--- config.mk ---
export PLATFORM = sky130hd
export DESIGN_NAME = sd_spi_response_tx
export DESIGN_NICKNAME = d
export VERILOG_FILES = /design/src/rtl/sd_spi_response_tx.sv
export SDC_FILE = /design/constraint.sdc
export NUM_CORES = 1
export LEC_CHECK = 0
export ABC_AREA = 1
export BUFFER_PORTS_ARGS = -buffer_cell sky130_fd_sc_hd__buf_2
export CORE_ASPECT_RATIO = 0.75
export CORE_UTILIZATION = 45
export DETAILED_ROUTE_END_ITERATION = 8
export SLEW_MARGIN = 20
export SYNTH_ARGS = -nofsm -noshare
export SYNTH_HDL_FRONTEND = slang
export SYNTH_SLANG_ARGS = --single-unit
--- constraint.sdc ---
create_clock -name clock -period 4.3 [get_ports clock]
set_input_delay 0.43 -clock clock [delete_from_list [all_inputs] [get_ports clock]]
set_output_delay 0.43 -clock clock [all_outputs]
set_load 0.03 [all_outputs]
--- src/rtl/sd_spi_response_tx.sv ---
// SD-over-SPI reply serialiser: NCR filler, R1, optional token + data block + CRC, SPI mode 0.
// Optional macro SD_SPI_TX_CRC16_EN enables a real CRC16-CCITT; otherwise the CRC bytes are 0xFF.
module sd_spi_response_tx #(
    parameter int unsigned NCR_BYTES   = 1,
    parameter int unsigned BLOCK_BYTES = 512,
    parameter logic [7:0]  TOKEN       = 8'hFE
) (
    input  logic       clock,
    input  logic       reset,
    input  logic       io_SpiClk,
    input  logic       io_CS,
    input  logic       io_ReqValid,
    output logic       io_ReqReady,
    input  logic [7:0] io_ReqR1,
    input  logic       io_ReqData,
    input  logic       io_DataValid,
    input  logic [7:0] io_DataByte,
    output logic       io_DataReady,
    output logic       io_DO,
    output logic       io_Busy,
    output logic       io_Done,
    output logic       io_Underrun
);

    localparam logic [2:0] IDLE     = 3'd0;
    localparam logic [2:0] NCR      = 3'd1;
    localparam logic [2:0] R1       = 3'd2;
    localparam logic [2:0] TOKEN_ST = 3'd3;
    localparam logic [2:0] DATA     = 3'd4;
    localparam logic [2:0] CRC      = 3'd5;

    localparam logic [9:0] NCR_LAST = 10'(NCR_BYTES - 1);
    localparam logic [9:0] BLK_LAST = 10'(BLOCK_BYTES - 1);

    logic [2:0] state_q, state_d;
    logic       sclk_q;
    logic       ready_q;
    logic [7:0] shift_q, shift_d;
    logic [2:0] bit_q, bit_d;
    logic [9:0] byte_q, byte_d;
    logic [7:0] r1_q, r1_d;
    logic       flag_q, flag_d;
    logic       underrun_q, underrun_d;

    logic       fall, busy, accept, load_data, last;
    logic [7:0] fetch_byte;
    logic [7:0] crc_hi, crc_lo;

    assign fall       = sclk_q & ~io_SpiClk;
    assign busy       = state_q != IDLE;
    assign accept     = io_ReqValid & io_ReqReady;
    // An underrun still consumes a byte slot; the host sees 0xFF in its place.
    assign fetch_byte = io_DataValid ? io_DataByte : 8'hFF;

    always_comb begin
        state_d    = state_q;
        shift_d    = shift_q;
        bit_d      = bit_q;
        byte_d     = byte_q;
        r1_d       = r1_q;
        flag_d     = flag_q;
        underrun_d = underrun_q;
        load_data  = 1'b0;
        last       = 1'b0;
        if (accept) begin
            r1_d       = io_ReqR1;
            flag_d     = io_ReqData;
            byte_d     = 10'd0;
            shift_d    = 8'hFF;
            bit_d      = 3'd0;
            state_d    = NCR;
            underrun_d = 1'b0;
        end else if (busy && io_CS) begin
            state_d = IDLE;
            shift_d = 8'hFF;
            bit_d   = 3'd0;
            byte_d  = 10'd0;
        end else if (busy && fall) begin
            shift_d = {shift_q[6:0], 1'b1};
            bit_d   = bit_q + 3'd1;
            if (bit_q == 3'd7) begin
                case (state_q)
                    NCR: begin
                        if (byte_q == NCR_LAST) begin
                            state_d = R1;
                            shift_d = r1_q;
                            byte_d  = 10'd0;
                        end else begin
                            shift_d = 8'hFF;
                            byte_d  = byte_q + 10'd1;
                        end
                    end
                    R1: begin
                        if (flag_q) begin
                            state_d = TOKEN_ST;
                            shift_d = TOKEN;
                        end else begin
                            last = 1'b1;
                        end
                    end
                    TOKEN_ST: begin
                        state_d   = DATA;
                        load_data = 1'b1;
                        byte_d    = 10'd0;
                    end
                    DATA: begin
                        if (byte_q == BLK_LAST) begin
                            state_d = CRC;
                            shift_d = crc_hi;
                            byte_d  = 10'd0;
                        end else begin
                            load_data = 1'b1;
                            byte_d    = byte_q + 10'd1;
                        end
                    end
                    CRC: begin
                        if (byte_q == 10'd0) begin
                            shift_d = crc_lo;
                            byte_d  = 10'd1;
                        end else begin
                            last = 1'b1;
                        end
                    end
                    default: state_d = IDLE;
                endcase
                if (load_data) begin
                    shift_d = fetch_byte;
                    if (!io_DataValid) underrun_d = 1'b1;
                end
                if (last) begin
                    state_d = IDLE;
                    shift_d = 8'hFF;
                    byte_d  = 10'd0;
                end
            end
        end
    end

`ifdef SD_SPI_TX_CRC16_EN
    logic [15:0] crc_q, crc_d;

    function automatic logic [15:0] crc16_byte(input logic [15:0] crc, input logic [7:0] d);
        logic [15:0] c;
        c = crc ^ {d, 8'h00};
        for (int i = 0; i < 8; i++) begin
            c = c[15] ? ((c << 1) ^ 16'h1021) : (c << 1);
        end
        return c;
    endfunction

    always_comb begin
        crc_d = crc_q;
        if (accept) crc_d = 16'h0000;
        else if (load_data) crc_d = crc16_byte(crc_q, fetch_byte);
    end

    always_ff @(posedge clock or posedge reset) begin
        if (reset) crc_q <= 16'h0000;
        else crc_q <= crc_d;
    end

    assign crc_hi = crc_q[15:8];
    assign crc_lo = crc_q[7:0];
`else
    assign crc_hi = 8'hFF;
    assign crc_lo = 8'hFF;
`endif

    always_ff @(posedge clock or posedge reset) begin
        if (reset) begin
            state_q    <= IDLE;
            sclk_q     <= 1'b0;
            ready_q    <= 1'b0;
            shift_q    <= 8'hFF;
            bit_q      <= 3'd0;
            byte_q     <= 10'd0;
            r1_q       <= 8'hFF;
            flag_q     <= 1'b0;
            underrun_q <= 1'b0;
        end else begin
            state_q    <= state_d;
            sclk_q     <= io_SpiClk;
            ready_q    <= 1'b1;
            shift_q    <= shift_d;
            bit_q      <= bit_d;
            byte_q     <= byte_d;
            r1_q       <= r1_d;
            flag_q     <= flag_d;
            underrun_q <= underrun_d;
        end
    end

    assign io_ReqReady  = ready_q & ~busy & ~io_CS;
    assign io_DataReady = load_data & io_DataValid;
    assign io_DO        = busy ? shift_q[7] : 1'b1;
    assign io_Busy      = busy;
    assign io_Done      = last;
    assign io_Underrun  = underrun_q;

endmodule

Word-level counts from Yosys, hierarchy flattened
Cells that the tools add are included.
- word-level logic and storage cells: 107
- bits in registers: 36
- output and inout port bits: 6
- input port bits: 23
- reduce and logical (&&, ||, !) cells: 13
- bitwise logic cells: 8
- eq/ne operators: 14
- $add $sub $neg: 2
- muxes and demuxes: 61
- operator list (cell ; count):
    8-bit two-way mux ; 11
    10-bit two-way mux ; 8
    10-bit case mux with 4 select lines ; 1
    3-bit two-way mux ; 11
    8-bit case mux with 4 select lines ; 1
    1-bit two-way mux ; 26
    5-bit inequality test, second input constant ; 4
    3-bit case mux with 5 select lines ; 1
    10-bit by 1-bit adder with 10-bit output, second input constant ; 1
    10-bit by 9-bit equality test with 1-bit output, second input constant ; 1
    10-bit zero test ; 1
    3-bit equality test, second input constant ; 3
    3-bit nonzero test ; 3
    7-bit nonzero test ; 1
    3-bit by 2-bit equality test with 1-bit output, second input constant ; 2
    6-bit AND reduction ; 1
    2-bit nonzero test ; 3
    1-bit bitwise AND ; 5
    5-bit AND reduction ; 1
    4-bit inequality test, second input constant ; 1
    1-bit case mux with 2 select lines ; 2
    4-bit AND reduction ; 1
    3-bit by 1-bit adder with 3-bit output, second input constant ; 1
    3-bit by 1-bit equality test with 1-bit output, second input constant ; 1
    4 further kinds ; 7

Depth between registers and ports, before layout
Gate-level depths: netlist of the first run.
- depth in word-level cells: 13
- gate-level depth with buffers: 13
- mapped depth without buffers: 13

Worst setup path after synthesis of the first run
OpenSTA, ideal clock, no wires.
- kind: register -> output
- from: register byte_q[0]
- to: output io_DataReady
- required time: 3.870 ns
- buffers on the path: 1
- arrival time: 1.933 ns
- stages on the path, launching flop included: 10
- setup slack: 1.937 ns
- cells stage by stage: dfrtp_1 ha_1 nand2_1 nor2_4 nand4_4 nand2_2 nand2_2 buf_4 nand2_1 nor3_1
- word-level cells in the longest chain between the ends: 12
- ends and longest elaborated chain (item ; RTL line ; source):
    from (decl) ; 40 ; logic [9:0] byte_q, byte_d;
    from (signal assigned) ; 186 ; byte_q <= byte_d;
    10-bit by 9-bit equality test with 1-bit output ; 107 ; if (byte_q == BLK_LAST) begin
    1-bit two-way mux ; 107 ;
    1-bit case mux with 2 select lines ; 82 ; case (state_q)
    1-bit two-way mux ; 81 ; if (bit_q == 3'd7) begin
    1-bit two-way mux ; 78 ; end else if (busy && fall) begin
    1-bit two-way mux ; 73 ; end else if (busy && io_CS) begin
    1-bit two-way mux ; 65 ; if (accept) begin
    1-bit two-way mux ; 81 ;
    1-bit two-way mux ; 78 ;
    1-bit two-way mux ; 73 ;
    1-bit two-way mux ; 65 ;
    1-bit bitwise AND ; 194 ; assign io_DataReady = load_data & io_DataValid;
    to (decl) ; 18 ; output logic io_DataReady,
No other way between the ends. The select of a mux whose other input is x is not followed.

Worst setup path after layout of the first run
- from: register state_q[2]
- to: output io_DataReady
- word-level cells in the longest chain between the ends: 11
- elaborated cells between the ends (all ways): 19
- those cells by class: 2 x eq/ne; 9 x mux; 5 x bitwise; 3 x reduce/logical
- ends and longest elaborated chain (item ; RTL line ; source):
    from (decl) ; 35 ; logic [2:0] state_q, state_d;
    from (signal assigned) ; 181 ; state_q <= state_d;
    3-bit equality test / 3-bit by 2-bit equality test with 1-bit output (equally long branches) ; 82 ;
    1-bit case mux with 2 select lines ; 82 ;
    1-bit two-way mux ; 81 ;
    1-bit two-way mux ; 78 ;
    1-bit two-way mux ; 73 ;
    1-bit two-way mux ; 65 ;
    1-bit two-way mux ; 81 ;
    1-bit two-way mux ; 78 ;
    1-bit two-way mux ; 73 ;
    1-bit two-way mux * ; 65 ;
    1-bit bitwise AND * ; 194 ;
Every way passes the cells marked *; elsewhere a longest branch is shown, timed or not. The select of a mux whose other input is x is not followed.

==> flow_summary.ini, run 1 <==
[grt]
grt_max_degree = 37
antenna_found_initial = 0
grt-ovfl-total = 0
grt_pass1_wl_mm = 11.2
grt_pass1_vias = 2290
track_usage_pct = 23.8

[drt]
first_pass_iters = 4
drc = 0
postRouteAntennaNets = 0
drt_iter0_markers = 180
vias = 2493
detail_route.wl_per_cell_um = 13.6
drt_wl_total_mm = 6.66
viasPerCell = 5.11

[cts]
cts_max_path_buffers = 2
holdBufCountCts = 0
cts_tree = done
cts_buffers = 5
cts_root_buf = clkbuf_8
cts.clk_slew.worst_paths_ns = 0.08
htreeDepth = 2
post_cts_resized = 0
clock-sinks = 36
clk_latency_ns = 0.30
post_cts.repair.setup_buffers = 0

[synth]
synth_area_per_cell_sq_um = 6.90
syn-instance-count = 382
ys_ff_latch = 36
yosysWarnings = 0
synth_area_sq_um = 2640
synth_nets = 409
synth_cell_type_count = 37
synthTopCellsByArea = dfrtp_1 (19%), dfstp_2 (16%), nand2_1 (15%), o21ai_0 (8.2%), inv_1 (6.4%)
yosysTopAreaCell = dfrtp_1
ys_seq_area_share_pct = 34.9
synthDominantCellAreaShare_pct = 19.0

[pwr]
pwr-share-seq_pct = 29.7
p_switching_uw = 834
p_int_uw = 835
vdd.ir_drop.worst_v = 0.000272
p_leak_uw = 0.00145
power_density_nw_per_um2 = 568
power_frac_comb_pct = 54.7
swShare_pct = 50.0
power_frac_clock_pct = 15.6

[sta]
grt_setup_unrepaired = false
drv_slew = 0
fmax_mhz = 369
fin_crit_sh_pct = 63.1
min_period_ns = 2.71
tns_ns = 0
hold_viol = 0
fin_worst_skew_ns = 0.00597
hold_ws_ns = 0.221
setup_violations = 0

[die]
die_x_um = 90.4
dieHeight_um = 68.3
core-area_sq_um = 5500
ios = 29
dieArea_sq_um = 6170
rows = 23
start_util_pct = 47.9

[final_layout]
drive_gt1_share_pct = 22.0
syn2layout_area_growth_pct = 11.4
diodes = 0
n_fill_cell = 552
num-nets-final = 439

[setup_path]
reg2reg_depth = 10
r2r_start = byte_q[0]$_DFFE_PP0P_
critPathMaxStageDelay_ns = 0.41
critical_path_class = reg -> out
crit_start = state_q[2]$_DFFE_PP0P_
slowest_stage = dfrtp_1
critical_path_peak_fanout = 12
arrival_ns = 2.28
r2r_end = byte_q[7]$_DFFE_PP0P_
crit_chain = inv_2, nor2_1, inv_2, nor2_2, nand2_2, nand2_2, nand2_1, nor3_1, buf_2
critPathLaunchType = flop
worstSetupEndpointType = output pin
rrSetupSlack_ns = 2.13
required_ns = 3.87

[placement]
gp_congestion = 0.881
port_buffers = 28
dpl.hpwl_mm = 4.94

[worst_hold_path]
hold_class = in -> async

[status]
status = finished, final reports clean

[flow_run]
cap_violations = 0
[power groups by stage]
stage                     registers [uW]  clock network (uW)  logic, uW
after detailed placement             501                   0        899
after global routing                 508                 279       1030
final                                496                 260        913
after global placement               499                   0        911
after CTS                            496                 266        906
after floorplan                      486                   0        704
[worst max-delay path: cells and delay by family (launching register included)]
kind	cells	cell delay, ns
buffers and inverters	3	0.40
AND/OR/NAND/NOR	6	1.15
flip-flops	1	0.41
[final cells by class]
| type | count | area [sq um] | area share [%] |
|---|---|---|---|
| multi-input cells | 285 | 1480 | 50.2 |
| flip-flops and latches | 36 | 921 | 31.4 |
| inverters | 55 | 209 | 7.12 |
| repair buffers | 29 | 148 | 5.03 |
| well taps | 75 | 93.8 | 3.20 |
| clock buffers | 8 | 90.1 | 3.07 |
[registers in the layout (all words and copies together) (netlist names)]
signal and cells:
state_q 3, r1_q 8, sclk_q 1, shift_q 8, bit_q 3, io_Underrun 1, byte_q 10, ready_q 1
flag_q 1
[routing by layer]
layer  vias to the layer above  global-route usage [%]  share of wire, %  wire length, um
met5                         -                       0                 0                0
met4                         0                    7.66               1.3               88
met3                         9                    6.44               6.7              443
met2                        77                    34.4                39             2590
met1                      1128                    34.3                53             3540
li1                       1279                       -                 -                -
[worst max path at each step]
stage               slack (ns)      endpoint  cells past startpoint
finish                    1.59  io_DataReady                      9
global route              1.45  io_DataReady                      9
CTS                       1.60  io_DataReady                      9
detailed placement        1.95  io_DataReady                      9
global placement          2.01  io_DataReady                      9
floorplan                 1.94  io_DataReady                      9
[through the flow]
| stage | cells | total power (uW) | area (sq um) | setup slack, ns | utilization (%) |
|---|---|---|---|---|---|
| global route | 488 | 1820 | 2940 | 1.45 | 53.4 |
| floorplan | 382 | 1190 | 2640 | 1.94 | - |
| global placement | 480 | 1410 | 2850 | 2.01 | 51.8 |
| detailed placement | 480 | 1400 | 2850 | 1.95 | 51.8 |
| CTS | 488 | 1670 | 2940 | 1.60 | 53.4 |
| finish | 488 | 1670 | 2940 | 1.59 | 53.4 |
[kinds of logic after synthesis]
kind of cell	count (synthesis)	synth area share, %
DFF	36	34.9
buffers and inverters	61	9.07
adders and majority gates	4	1.90
xor gates and xnor gates	4	1.33
AOI/OAI and AO/OA	78	15.9
other	1	0.142
and+or+nand+nor	198	36.7
[cell usage after synthesis (all sizes together)]
| library cell | number |
|---|---|
| nor3 | 5 |
| nand2 | 110 |
| o21ai | 49 |
| a21oi | 25 |
| dfrtp | 20 |
| conb | 1 |
| clkinv | 2 |
| ha | 4 |
| inv | 53 |
| dfstp | 16 |
| nor2 | 41 |
| nand3 | 28 |
| and2 | 1 |
| buf | 5 |
| o21bai | 2 |
| xor2 | 3 |
| xnor2 | 1 |
| o31ai | 2 |
| nand4 | 5 |
| clkbuf | 1 |
| or2 | 8 |
[cell usage in the layout, fill, tap and decap left out, types with 2 or more instances in the layout]
master,instances
nand2_1,102
inv_1,45
o21ai_0,43
nor2_1,32
buf_2,28
nand3_1,25
a21oi_1,24
dfrtp_1,20
dfstp_2,16
or2_2,8
inv_2,7
clkbuf_8,6
o21ai_1,5
nor3_1,5
nor2_4,4
nand2_2,4
nand2_4,4
nand4_1,4
ha_1,4
nor2_2,3
xor2_1,3
nor2_8,2
nand3_2,2
clkinv_1,2
o31ai_1,2
clkbuf_1,2
No activity file was read; power rests on OpenSTA's default activity.
==> run 2: changes to the inputs <==
ABC_AREA = 0   (was 1)
clock period = 2.5 ns   (was 4.3 ns; I/O delays follow)
==> flow_summary.ini, run 2 <==
[setup_path]
arrival_ns = 2.10
critical_path_class = reg -> out
critical_path_peak_fanout = 15
crit_start = state_q[0]$_DFFE_PP0P_
worstSetupEndpointType = output pin
required_ns = 2.25
critPathLaunchType = flop
r2r_start = byte_q[0]$_DFFE_PP0P_
reg2reg_depth = 7

[synth]
synth_area_sq_um = 2540
synth_xor_area_share_pct = 2.76
yosysMostFrequentCell = nor2_1
synth_mux_area_share_pct = 4.83
yosysWarnings = 0
yosysTopAreaCell = dfrtp_1
synth_edf_count = 0
synth_top_family_by_area = compound AO/OA/AOI/OAI gates
synth_cell_type_count = 66
synth_ff_type = dfrtp_1
synth_nets = 312
synthSimpleGateAreaFrac_pct = 24.2
synth_area_per_cell_sq_um = 8.90
synthArstFlopShare_pct = 100
synthTopCellsByArea = dfrtp_1 (20%), dfstp_2 (17%), nor2_1 (5.9%), mux2_2 (4.4%), o21ai_0 (3.4%)
synthDominantCellAreaShare_pct = 19.7
ys_ff_latch = 36
ys_seq_area_share_pct = 36.3
yosys.area_share.adder_pct = 1.97
synth_compound_area_share_pct = 25.3
synthTopCellsByCount = nor2_1 (40), dfrtp_1 (20), nand2_1 (17), o21ai_0 (17)
syn-instance-count = 285

[die]
dieHeight_um = 67.0
start_util_pct = 47.1
die_x_um = 88.7
ios = 29
rows = 23
dieArea_sq_um = 5940
core-area_sq_um = 5380

[sta]
maxSlewHeadroom_pct = 62.1
fin_worst_skew_ns = 0.00596
tns_ns = 0
min_period_ns = 2.35
tightest_slew_ns = 0.566
fmax_mhz = 426
setup_violations = 0
fin_crit_sh_pct = 93.8
drv_slew = 0
grt_setup_unrepaired = false
hold_ws_ns = 0.0360
hold_viol = 0

[final_layout]
final_cells = 399
regMostFlops = byte_q
final_common_cell = nor2_1
final_cell_mix = nor2_1 (40), buf_2 (28), dfrtp_1 (18)
n_fill_cell = 512
drive_gt1_share_pct = 29.9
diodes = 0
num-nets-final = 350
reg_top3 = byte_q (10), r1_q (8), shift_q (8)
syn2layout_area_growth_pct = 15.3
post-route-util_pct = 54.4
largest_reg_flops = 10

[cts]
htreeDepth = 2
clk_latency_ns = 0.29
cts_max_path_buffers = 2
cts_buffers = 5
clock-sinks = 36
cts.clk_slew.worst_paths_ns = 0.07
cts_root_buf = clkbuf_8
cts_tree = done

[grt]
grt_pass1_wl_mm = 11.1
grt_pass1_vias = 2092
grt-ovfl-total = 0
antenna_found_initial = 0
grt_max_degree = 37
track_usage_pct = 25.5

[drt]
postRouteAntennaNets = 0
viasPerCell = 5.99
first_pass_iters = 6
drt_iter0_markers = 242
vias = 2391
drc = 0
detail_route.wl_per_cell_um = 17.3
drt_wl_total_mm = 6.90

[placement]
dpl.hpwl_mm = 5.14
gp_congestion = 0.941
port_buffers = 28
placed_cells = 387

[status]
status = finished, final reports clean

[flow_run]
cap_violations = 0

[pwr]
power_density_nw_per_um2 = 645
p_leak_uw = 0.00124
vdd.ir_drop.worst_v = 0.000317

[worst_hold_path]
hold_class = in -> async
-- run 2: changes by cell type in the layout (fill, tap and decap cells not counted), sizes merged, moves of 5 or more --
cell,previous run,this run
nand2b,0,8
inv,53,10
buf,29,44
nor3b,0,5
o2111ai,0,9
nand3,28,3
a21oi,25,17
mux2,0,10
o21ai,49,19
nand2,110,17
-- run 2: area by class of cell --
class,instances,area (sq um),share of cell area [%]
multi-input cells,226,1520,51.9
flip-flops and latches,36,923,31.6
repair buffers,44,260,8.90
well taps,75,93.8,3.21
clock buffers,6,82.6,2.82
inverters,10,37.5,1.28
clock inverters,2,10.0,0.342
-- run 2: final timing paths --
path,to,slack [ns]
hold reg to reg,bit_q[1]$_DFFE_PP0N_,0.53
setup / recovery,io_DataReady,0.15
max in group asynchronous,r1_q[2]$_DFFE_PP1N_,2.10
hold / removal,bit_q[1]$_DFFE_PP0N_,0.04
setup reg to reg,shift_q[7]$_DFFE_PP1N_,0.21
min in group clock,sclk_q$_DFF_PP0_,0.08
-- run 2: cell families (layout without fill, tap and decap cells) --
kind of cell               count (synthesis)  count (layout)
AOI/OAI and AO/OA                         88              88
DFF                                       36              36
adders and majority gates                  4               4
muxes                                     11              11
and+or+nand+nor                          114             114
other                                      1               1
xor gates and xnor gates                   8               8
buffers and inverters                     23              62
-- run 2: per-layer routing --
layer	track usage, %	share of wire, %
met2	34.8	40
met1	38.9	49
met3	6.69	9.5
met5	0	0
met4	6.85	0.74
-- run 2: through the flow --
step / power [uW] / area [sq um] / worst slack, ns
floorplan: 1260 / 2540 / 0.407
global placement: 1450 / 2790 / 0.286
detailed placement: 1450 / 2790 / 0.299
CTS: 1890 / 2880 / 0.0473
global route: 1990 / 2930 / 0.0304
finish: 1890 / 2930 / 0.154
-- run 2: power by group --
part           switching [uW]  internal (uW)
logic                     318            264
registers                 120            751
clock network             212            220
-- run 2: critical path: stages (launching register included) --
cell and delay, ns:
dfrtp_2 0.51, or3b_2 0.55, a31oi_4 0.21, or2_2 0.18
nand2_1 0.08, nor2_1 0.09, buf_2 0.20
-- run 2: timing repair --
action / in CTS / in global routing
gates resized for setup: 0 / 5
endpoints found under the setup margin: 0 / 2
setup buffers: 0 / 4
hold buffers: 0 / 0
==> run 3: changes to the inputs <==
MAX_ROUTING_LAYER = met4   (was not set)
==> flow_summary.ini, run 3 (same netlist as run 2, synthesis figures left out) <==
[final_layout]
diodes = 0
drive_gt1_share_pct = 29.9
final_cell_mix = nor2_1 (40), buf_2 (28), dfrtp_1 (18)
num-nets-final = 350
final_common_cell = nor2_1
n_fill_cell = 512
largest_reg_flops = 10
reg_top3 = byte_q (10), r1_q (8), shift_q (8)
syn2layout_area_growth_pct = 15.3
regMostFlops = byte_q

[cts]
holdBufCountCts = 0
cts.clk_slew.worst_paths_ns = 0.07
cts_max_path_buffers = 2
cts_buffers = 5
cts_tree = done
htreeDepth = 2
clock-sinks = 36
clk_latency_ns = 0.29
cts_root_buf = clkbuf_8

[grt]
grt_pass1_vias = 2088
track_usage_pct = 26.3
grt-ovfl-total = 0
grt_pass1_wl_mm = 11.1
grt_max_degree = 37
antenna_found_initial = 0

[setup_path]
crit_chain = or3b_2, a31oi_4, or2_2, nand2_1, nor2_1, buf_2
critPathLaunchType = flop
critical_path_peak_fanout = 15
slowest_stage = or3b_2
arrival_ns = 2.09
critPathMaxStageDelay_ns = 0.55
critical_path_class = reg -> out
worstSetupEndpointType = output pin
required_ns = 2.25

[die]
die_x_um = 88.7
ios = 29
rows = 23
core-area_sq_um = 5380
dieHeight_um = 67.0
start_util_pct = 47.1
dieArea_sq_um = 5940

[sta]
tightest_slew_ns = 0.567
setup_ws_ns = 0.160
tns_ns = 0
drv_slew = 0
min_period_ns = 2.34
grt_setup_unrepaired = false
hold_viol = 0
fmax_mhz = 427
hold_ws_ns = 0.0367
fin_worst_skew_ns = 0.00767
setup_violations = 0
maxSlewHeadroom_pct = 62.0
fin_crit_sh_pct = 93.6

[drt]
viasPerCell = 5.98
vias = 2386
drt_iter0_markers = 280
drc = 0
first_pass_iters = 5
postRouteAntennaNets = 0
detail_route.wl_per_cell_um = 17.2
drt_wl_total_mm = 6.85

[worst_hold_path]
hold_class = in -> async

[pwr]
p_switching_uw = 650
power_density_nw_per_um2 = 644
power_frac_comb_pct = 30.9
power_frac_clock_pct = 22.9
p_leak_uw = 0.00124
swShare_pct = 34.5
vdd.ir_drop.worst_v = 0.000315
pwr-share-seq_pct = 46.2
p_int_uw = 1240

[placement]
place_ws_ns = 0.299
port_buffers = 28
dpl.hpwl_mm = 5.14
gp_congestion = 0.957

[flow_run]
cap_violations = 0

[status]
status = finished, final reports clean
-- run 3: cell counts in the layout (fill, tap and decap cells not counted) --
No cell type changed its count.
-- run 3: what timing repair did --
action	in CTS	in global routing
gates resized for setup	0	5
setup endpoints to repair	0	2
setup buffers	0	4
hold endpoints to repair	0	0
-- run 3: path summary, 6_finish.rpt --
path | end | cells after the start | slack (ns) | start
max in group asynchronous | r1_q[2]$_DFFE_PP1N_ | 3 | 2.10 | reset
hold reg to reg | bit_q[1]$_DFFE_PP0N_ | 2 | 0.53 | bit_q[1]$_DFFE_PP0N_
setup / recovery | io_DataReady | 6 | 0.16 | state_q[0]$_DFFE_PP0P_
min in group clock | sclk_q$_DFF_PP0_ | 1 | 0.08 | io_SpiClk
setup reg to reg | shift_q[7]$_DFFE_PP1N_ | 7 | 0.22 | byte_q[0]$_DFFE_PP0P_
hold / removal | bit_q[1]$_DFFE_PP0N_ | 3 | 0.04 | reset
-- run 3: layout make-up --
cell class / count / area, sq um / area share [%]
well taps: 75 / 93.8 / 3.21
inverters: 10 / 37.5 / 1.28
repair buffers: 44 / 260 / 8.90
multi-input cells: 226 / 1520 / 51.9
clock inverters: 2 / 10.0 / 0.342
clock buffers: 6 / 82.6 / 2.82
flip-flops and latches: 36 / 923 / 31.6
-- run 3: per-stage QoR --
stage,instance area [sq um],utilization (%),std cells,total power (uW)
after detailed placement,2790,51.8,387,1450
after global placement,2790,51.8,387,1450
after CTS,2880,53.5,395,1890
after global routing,2930,54.4,399,1990
final,2930,54.4,399,1880
after floorplan,2540,-,285,1260
-- run 3: critical path: cells and delay by family, from the launching register on --
family                 cells  cell delay, ns
AOI/OAI and AO/OA          1            0.20
DFF                        1            0.51
and+or+nand+nor            4            0.90
buffers and inverters      1            0.20
-- run 3: metal layers --
metal | vias up | GRT usage, % | share of wire, %
met3 | 6 | 6.57 | 8.5
met2 | 104 | 34.8 | 41
li1 | 1144 | - | -
met5 | - | - | 0
met4 | 0 | 6.85 | 0.82
met1 | 1132 | 39.1 | 50
-- run 3: power by group through the flow --
stage | logic [uW] | registers (uW) | clock network, uW
global placement | 573 | 875 | 0
finish | 582 | 871 | 432
detailed placement | 575 | 873 | 0
floorplan | 442 | 821 | 0
CTS | 578 | 864 | 445
global route | 640 | 885 | 468
